### config.mk
export PLATFORM = sky130hd
export DESIGN_NAME = palette_stream_ctrl_flat
export DESIGN_NICKNAME = d
export VERILOG_FILES = /design/src/rtl/palette_stream_ctrl_if.sv /design/src/rtl/palette_stream_ctrl.sv /design/src/flat_wrapper.sv
export SDC_FILE = /design/constraint.sdc
export NUM_CORES = 1
export LEC_CHECK = 0
export ABC_AREA = 1
export ABC_CLOCK_PERIOD_IN_PS = 7050
export CELL_PAD_IN_SITES_DETAIL_PLACEMENT = 2
export CELL_PAD_IN_SITES_GLOBAL_PLACEMENT = 2
export CORE_MARGIN = 5
export CORE_UTILIZATION = 40
export DETAILED_ROUTE_END_ITERATION = 8
export GPL_TIMING_DRIVEN = 1
export PLACE_DENSITY = 0.95
export SLEW_MARGIN = 20
export SYNTH_ARGS = -nofsm -noshare
export SYNTH_HDL_FRONTEND = slang
export SYNTH_SLANG_ARGS = --single-unit
export TNS_END_PERCENT = 50
### constraint.sdc
create_clock -name clk -period 7.05 [get_ports clk]
set_clock_uncertainty 0.05 [all_clocks]
set_input_delay 2.115 -clock clk [delete_from_list [all_inputs] [get_ports clk]]
set_output_delay 2.115 -clock clk [all_outputs]
set_load 0.005 [all_outputs]
### src/rtl/palette_stream_ctrl_if.sv
`default_nettype none
// +----------------------------------------------------------------+
// | palette_stream_ctrl_if : iteration-result valid/ready stream    |
// | Rev 1.0                                                         |
// +----------------------------------------------------------------+
interface palette_stream_ctrl_if;
  logic       in_valid;
  logic       in_ready;
  logic [7:0] in_iter;
  logic       in_sof;

  modport master (output in_valid, output in_iter, output in_sof, input  in_ready);
  modport slave  (input  in_valid, input  in_iter, input  in_sof, output in_ready);
endinterface
`default_nettype wire

### src/rtl/palette_stream_ctrl.sv
`default_nettype none
// +----------------------------------------------------------------+
// | palette_stream_ctrl : FIFO + frame-aligned pixel sequencer that |
// | feeds {valid, index} to the palette. Option: PAL_TESTPAT_EN     |
// | Rev 1.0                                                         |
// +----------------------------------------------------------------+
module palette_stream_ctrl #(
  parameter int DEPTH     = 16,
  parameter int FRAME_PIX = 307200,
  parameter int IDX_MAX   = 127
) (
  input  logic                 clk,
  input  logic                 rst,
  palette_stream_ctrl_if.slave s_in,
  input  logic                 pix_en,
  input  logic                 frame_start,
  input  logic                 mode_req,
`ifdef PAL_TESTPAT_EN
  input  logic                 tp_en,
`endif
  output logic [7:0]           pal_din,
  output logic                 pal_mode,
  output logic [15:0]          underflow_cnt,
  output logic [15:0]          align_err_cnt,
  output logic [1:0]           dbg_state
);

  localparam int PTR_W = $clog2(DEPTH);
  localparam int CNT_W = $clog2(FRAME_PIX + 1);
  localparam logic [CNT_W-1:0] FRAME_PIX_C = CNT_W'(FRAME_PIX);
  localparam logic [PTR_W:0]   DEPTH_C     = (PTR_W + 1)'(DEPTH);
  localparam logic [7:0]       IDX_SAT     = 8'(IDX_MAX);

  typedef enum logic [1:0] {
    SYNC   = 2'd0,
    RUN    = 2'd1,
    RESYNC = 2'd2
  } state_e;

  state_e           state_q, state_d;
  logic [CNT_W-1:0] pix_cnt_q, pix_cnt_d, pix_cnt_inc;
  logic [7:0]       pal_din_q, pal_din_d;
  logic             pal_mode_q, pal_mode_d;
  logic [15:0]      under_q, under_d;
  logic [15:0]      align_q, align_d;
  logic [PTR_W-1:0] wr_ptr_q, wr_ptr_d, rd_ptr_q, rd_ptr_d;
  logic [PTR_W:0]   count_q, count_d;
  logic [7:0]       mem_q [DEPTH];

  logic       ready, push, pop, fifo_empty, head_sof, emit_adv;
  logic [6:0] head_idx, sat_idx;
  logic [7:0] head;

  function automatic logic [15:0] sat_inc(input logic [15:0] v);
    return (v == 16'hFFFF) ? v : v + 16'd1;
  endfunction

  // Readiness uses the registered count only, so a full FIFO never accepts
  // a write even when the same cycle pops.
  always_comb begin
    ready = ~rst & (count_q < DEPTH_C);
`ifdef PAL_TESTPAT_EN
    ready = ready & ~tp_en;
`endif
  end

  assign s_in.in_ready = ready;
  assign push          = s_in.in_valid & ready;
  assign sat_idx       = (s_in.in_iter > IDX_SAT) ? IDX_SAT[6:0] : s_in.in_iter[6:0];
  assign fifo_empty    = (count_q == '0);
  assign head          = mem_q[rd_ptr_q];
  assign head_sof      = head[7];
  assign head_idx      = head[6:0];
  assign pix_cnt_inc   = pix_cnt_q + 1'b1;

`ifdef PAL_TESTPAT_EN
  logic       tp_q, tp_d;
  logic [4:0] tp_idx;
  assign tp_d   = tp_en;
  assign tp_idx = 5'(pix_cnt_q);
`endif

  always_comb begin
    state_d    = state_q;
    pix_cnt_d  = pix_cnt_q;
    pal_din_d  = 8'h00;
    pal_mode_d = frame_start ? mode_req : pal_mode_q;
    under_d    = under_q;
    align_d    = align_q;
    pop        = 1'b0;
    emit_adv   = 1'b0;
    unique case (state_q)
      SYNC: begin
        if (frame_start && !fifo_empty) begin
          if (head_sof) begin
            state_d   = RUN;
            pix_cnt_d = '0;
          end else begin
            state_d   = RESYNC;
          end
        end
      end
      RUN: begin
        if (frame_start) begin
          align_d = sat_inc(align_q);
          state_d = RESYNC;
        end else if (pix_en) begin
          if (fifo_empty) begin
            under_d  = sat_inc(under_q);
            emit_adv = 1'b1;
          end else if (head_sof && pix_cnt_q != '0) begin
            align_d = sat_inc(align_q);
            state_d = RESYNC;
          end else begin
            pop       = 1'b1;
            pal_din_d = {1'b1, head_idx};
            emit_adv  = 1'b1;
          end
          if (emit_adv) begin
            pix_cnt_d = pix_cnt_inc;
            if (pix_cnt_inc == FRAME_PIX_C) state_d = SYNC;
          end
        end
      end
      RESYNC: begin
        if (!fifo_empty) begin
          if (head_sof) state_d = SYNC;
          else          pop     = 1'b1;
        end
      end
      default: state_d = SYNC;
    endcase
`ifdef PAL_TESTPAT_EN
    // The pattern overrides the stream entirely; the FIFO is left intact.
    if (tp_en || tp_q) begin
      pop       = 1'b0;
      pal_din_d = 8'h00;
      pix_cnt_d = pix_cnt_q;
      under_d   = under_q;
      align_d   = align_q;
      state_d   = tp_en ? RUN : RESYNC;
      if (tp_en && pix_en) begin
        pal_din_d = {3'b100, tp_idx};
        pix_cnt_d = (pix_cnt_inc == FRAME_PIX_C) ? '0 : pix_cnt_inc;
      end
    end
`endif
  end

  always_comb begin
    wr_ptr_d = push ? wr_ptr_q + 1'b1 : wr_ptr_q;
    rd_ptr_d = pop  ? rd_ptr_q + 1'b1 : rd_ptr_q;
    unique case ({push, pop})
      2'b10:   count_d = count_q + 1'b1;
      2'b01:   count_d = count_q - 1'b1;
      default: count_d = count_q;
    endcase
  end

  always_ff @(posedge clk) begin
    if (push) mem_q[wr_ptr_q] <= {s_in.in_sof, sat_idx};
  end

  always_ff @(posedge clk) begin
    if (rst) begin
      state_q    <= SYNC;
      pix_cnt_q  <= '0;
      pal_din_q  <= 8'h00;
      pal_mode_q <= 1'b0;
      under_q    <= 16'h0000;
      align_q    <= 16'h0000;
      wr_ptr_q   <= '0;
      rd_ptr_q   <= '0;
      count_q    <= '0;
`ifdef PAL_TESTPAT_EN
      tp_q       <= 1'b0;
`endif
    end else begin
      state_q    <= state_d;
      pix_cnt_q  <= pix_cnt_d;
      pal_din_q  <= pal_din_d;
      pal_mode_q <= pal_mode_d;
      under_q    <= under_d;
      align_q    <= align_d;
      wr_ptr_q   <= wr_ptr_d;
      rd_ptr_q   <= rd_ptr_d;
      count_q    <= count_d;
`ifdef PAL_TESTPAT_EN
      tp_q       <= tp_d;
`endif
    end
  end

  assign pal_din       = pal_din_q;
  assign pal_mode      = pal_mode_q;
  assign underflow_cnt = under_q;
  assign align_err_cnt = align_q;
  assign dbg_state     = state_q;

endmodule
`default_nettype wire
### src/flat_wrapper.sv
// flat-port wrapper written by rule: the top's interface ports become plain ports
module palette_stream_ctrl_flat 
#(
  parameter int DEPTH     = 16,
  parameter int FRAME_PIX = 307200,
  parameter int IDX_MAX   = 127
)
  (clk, rst, pix_en, frame_start, mode_req, pal_din, pal_mode, underflow_cnt, align_err_cnt, dbg_state, s_in_in_valid, s_in_in_iter, s_in_in_sof, s_in_in_ready);
  palette_stream_ctrl_if s_in_i ();
  input  logic clk;
  input  logic rst;
  input  logic pix_en;
  input  logic frame_start;
  input  logic mode_req;
  output logic [7:0] pal_din;
  output logic pal_mode;
  output logic [15:0] underflow_cnt;
  output logic [15:0] align_err_cnt;
  output logic [1:0] dbg_state;
  input wire logic [$bits(s_in_i.in_valid)-1:0] s_in_in_valid;
  input wire logic [$bits(s_in_i.in_iter)-1:0] s_in_in_iter;
  input wire logic [$bits(s_in_i.in_sof)-1:0] s_in_in_sof;
  output wire logic [$bits(s_in_i.in_ready)-1:0] s_in_in_ready;
  assign s_in_i.in_valid = s_in_in_valid;
  assign s_in_i.in_iter = s_in_in_iter;
  assign s_in_i.in_sof = s_in_in_sof;
  assign s_in_in_ready = s_in_i.in_ready;
  palette_stream_ctrl #(.DEPTH(DEPTH), .FRAME_PIX(FRAME_PIX), .IDX_MAX(IDX_MAX)) u_core (.clk(clk), .rst(rst), .s_in(s_in_i), .pix_en(pix_en), .frame_start(frame_start), .mode_req(mode_req), .pal_din(pal_din), .pal_mode(pal_mode), .underflow_cnt(underflow_cnt), .align_err_cnt(align_err_cnt), .dbg_state(dbg_state));
endmodule
==> flow_metrics.tcl <==
set metrics [dict create \
    outcome "finished clean" \
    grt_util_all_layers_pct 28.51 \
    rsz0062_at_grt "no" \
    holdCritPathClass "reg2reg" \
    post_drt_wl_per_cell_um 28.00 \
    grt_pass1_vias 9218 \
    share_seq_of_total_power_pct 40.1 \
    totalNegativeSetupSlack_ns 0 \
    dpl.cell_count 1295 \
    static-leakage-power_nw 3.884 \
    average_vias_per_placed_instance 5.907 \
    place.port_buffers 58 \
    drive_gt1_share_pct 10.72 \
    async_reset_ff_share_pct 0 \
    wl_um 37490 \
    combinational_fraction_of_design_power_pct 18.9 \
    netSwitchingFraction_pct 31.82 \
    rows 55 \
    num_vias 7910 \
    powerDensity_nw_per_um2 326.8 \
    synth_net_count 982 \
    initial_antenna_violation_count 0 \
    cts_h_tree_depth 1 \
    cts.clk_slew.worst_paths_ns 0.07 \
    vertical_die_dimension_um 162.4 \
    whs_path_depth 2 \
    mostFrequentLayoutCell "sky130_fd_sc_hd__edfxtp_1" \
    area_growth_syn_to_layout_pct 19.49 \
    antenna-diode-count 0 \
    cts.path.max_buffers 3 \
    insertion_delay_ns 0.55 \
    die_width_um 162.4 \
    layout.filler_cells 2267 \
    timing.critical_path.from_type "primary input" \
    timing_hold_violations_final 0 \
    tritoncts "built" \
    cts_hold_repair.buffers 0 \
    yosysWarnings 0 \
    arrival_ns 3.28 \
    power.switching_mw 1.154 \
    max_freq_mhz 183.6 \
    overflow 0 \
    drc_violations 0 \
    grt_max_degree 66 \
    detailedRoute.firstPassIterationCount 5 \
    design.portCount 59 \
    critical_path.endpoint_type "output pin" \
    max_cap_viol_count 0 \
    tightest_slew_ns 1.070 \
    slew_headroom_pct 28.39 \
    max-vdd-ir-drop_mv 0.2545 \
    synth.distinct_cells 44 \
    hpwlAfterDp_um 20920 \
    initial_core_util_pct 40.78 \
    crit_path_max_fanout 2 \
    synth.yosys.seq_area_share_pct 58.41 \
    postRouteAntennaNets 0 \
    prevailing_post_synth_register_cell "sky130_fd_sc_hd__edfxtp_1" \
    finish.cell_count_without_fillers 1339 \
    clockRootBuffer "sky130_fd_sc_hd__clkbuf_16" \
    post-place-ws_ns 1.619 \
    num-nets-final 1037 \
    power_frac_clock_pct 41.0 \
    post_cts.repair.setup_buffers 0 \
    globalplace.congestion 0.7869 \
    synth-edff-count 128 \
    fin_total_pwr_mw 3.627 \
    layout_worst_path_cycle_share_pct 77.26 \
    critPathRequiredTime_ns 4.89 \
    number_of_cells_upsized_or_downsized_after_cts 0 \
    first_iter_violations 598 \
    rr_worst_depth 25 \
    dieArea_um2 26370 \
    cts-buffers-inserted 24 \
    cts_sinks 207 \
    p_int_mw 2.473 \
    coreArea_um2 22780 \
    syn-cell-area_um2 9289 \
    critPathKind "in2out" \
    setup_ws_ns 1.603 \
    postSynthAreaPerCell_um2 9.747 \
    global_route_wire_length_before_repair_um 57680 \
    most-common-layout-cells "128 x sky130_fd_sc_hd__edfxtp_1, 122 x sky130_fd_sc_hd__nor2_1, 97 x sky130_fd_sc_hd__nand2_1" \
    setup-violations-final 0 \
    ys_seq_elements 207 \
    final_period_minus_worst_setup_slack_ns 5.447 \
    syn_inst 953 \
    drv_slew 0 \
]
==> cell usage after synthesis, types with 8 or more instances <==
cell type                  instances  share of area (%)
sky130_fd_sc_hd__o22ai_1           9               0.61
sky130_fd_sc_hd__inv_2            13               0.53
sky130_fd_sc_hd__a211oi_2         10                1.3
sky130_fd_sc_hd__o221ai_1         19                1.8
sky130_fd_sc_hd__nor3_2            8               0.86
sky130_fd_sc_hd__edfxtp_1        128                 41
sky130_fd_sc_hd__xor2_1           16                1.5
sky130_fd_sc_hd__ha_1             14                1.9
sky130_fd_sc_hd__o21ai_1          23                1.2
sky130_fd_sc_hd__o211ai_1          9               0.73
sky130_fd_sc_hd__dfxtp_1          79                 17
sky130_fd_sc_hd__nor3_1           18               0.97
sky130_fd_sc_hd__nor2_1          125                5.1
sky130_fd_sc_hd__nand3_1          41                2.2
sky130_fd_sc_hd__nand4_1          20                1.3
sky130_fd_sc_hd__o21ai_0          82                4.4
sky130_fd_sc_hd__clkbuf_1         30                1.2
sky130_fd_sc_hd__inv_1            95                3.8
sky130_fd_sc_hd__nand2_1          97                3.9
sky130_fd_sc_hd__a21oi_1          61                3.3
==> sequential cells by signal, summed over array words and instances, names as in the netlist, named ones only <==
| name | flops |
|---|---|
| u_core.align_err_cnt | 16 |
| u_core.count_q | 5 |
| u_core.dbg_state | 2 |
| u_core.mem_q | 128 |
| u_core.pal_din | 8 |
| u_core.pal_mode | 1 |
| u_core.pix_cnt_q | 19 |
| u_core.rd_ptr_q | 4 |
| u_core.underflow_cnt | 16 |
| u_core.wr_ptr_q | 4 |
==> cell families (layout without fill, tap and decap cells) <==
| family | count (synthesis) | in the layout | share of synthesized area, % |
|---|---|---|---|
| fa+ha+maj | 14 | 14 | 1.886 |
| flops | 207 | 207 | 58.41 |
| compound gates | 224 | 224 | 14.36 |
| buf+inv | 146 | 219 | 6.129 |
| simple gates | 343 | 343 | 17.43 |
| xor+xnor | 19 | 19 | 1.791 |
==> through the flow <==
stage	util (%)	area (µm²)	hold slack, ns
2_1_floorplan	-	9289	0.4039
3_3_place_gp	44.64	10170	0.4110
3_5_place_dp	44.64	10170	0.4358
4_1_cts	48.70	11090	0.4415
5_1_grt	48.73	11100	0.4776
6_report	48.73	11100	0.4436
==> final timing paths <==
check	startpoint	endpoint	slack, ns
setup / recovery	rst	s_in_in_ready	1.60
hold / removal	u_core.underflow_cnt[8]	u_core.underflow_cnt[8]	0.44
setup reg to reg	flop	u_core.count_q[3]	2.47
hold reg to reg	u_core.underflow_cnt[8]	u_core.underflow_cnt[8]	0.44
==> worst max-delay path, cell delays in order <==
cell and delay (ns):
sky130_fd_sc_hd__clkdlybuf4s50_1 0.45, sky130_fd_sc_hd__nor2_1 0.17, sky130_fd_sc_hd__clkdlybuf4s50_1 0.54
==> final cells by class <==
class                      count  area, µm²  share of cell area [%]
sequential                   207       5426                   48.89
inverter                     109      414.1                   3.731
timing repair buffer          66      640.6                   5.772
multi-input combinational    600       3302                   29.75
clock buffer                  28      645.6                   5.817
tap                          313      391.6                   3.528
clock inverter                16      279.0                   2.514
==> routing by layer <==
metal  global-route usage, %  vias up  part of all wire [%]
li1                        -     3423                     -
met1                   32.08     4057                    37
met2                   52.35      311                    53
met3                   5.113      119                   5.2
met4                   13.03        0                   4.9
met5                       0        -                     0
==> power groups by stage <==
stage	Clock, mW	Combinational, mW	Sequential [mW]
final	1.49	0.685	1.46
after global routing	1.56	0.734	1.46
after CTS	1.50	0.677	1.45
after detailed placement	0	0.617	1.47
after global placement	0	0.563	1.46
after floorplan	0	0.428	1.44
No activity file was read; power rests on OpenSTA's default activity.
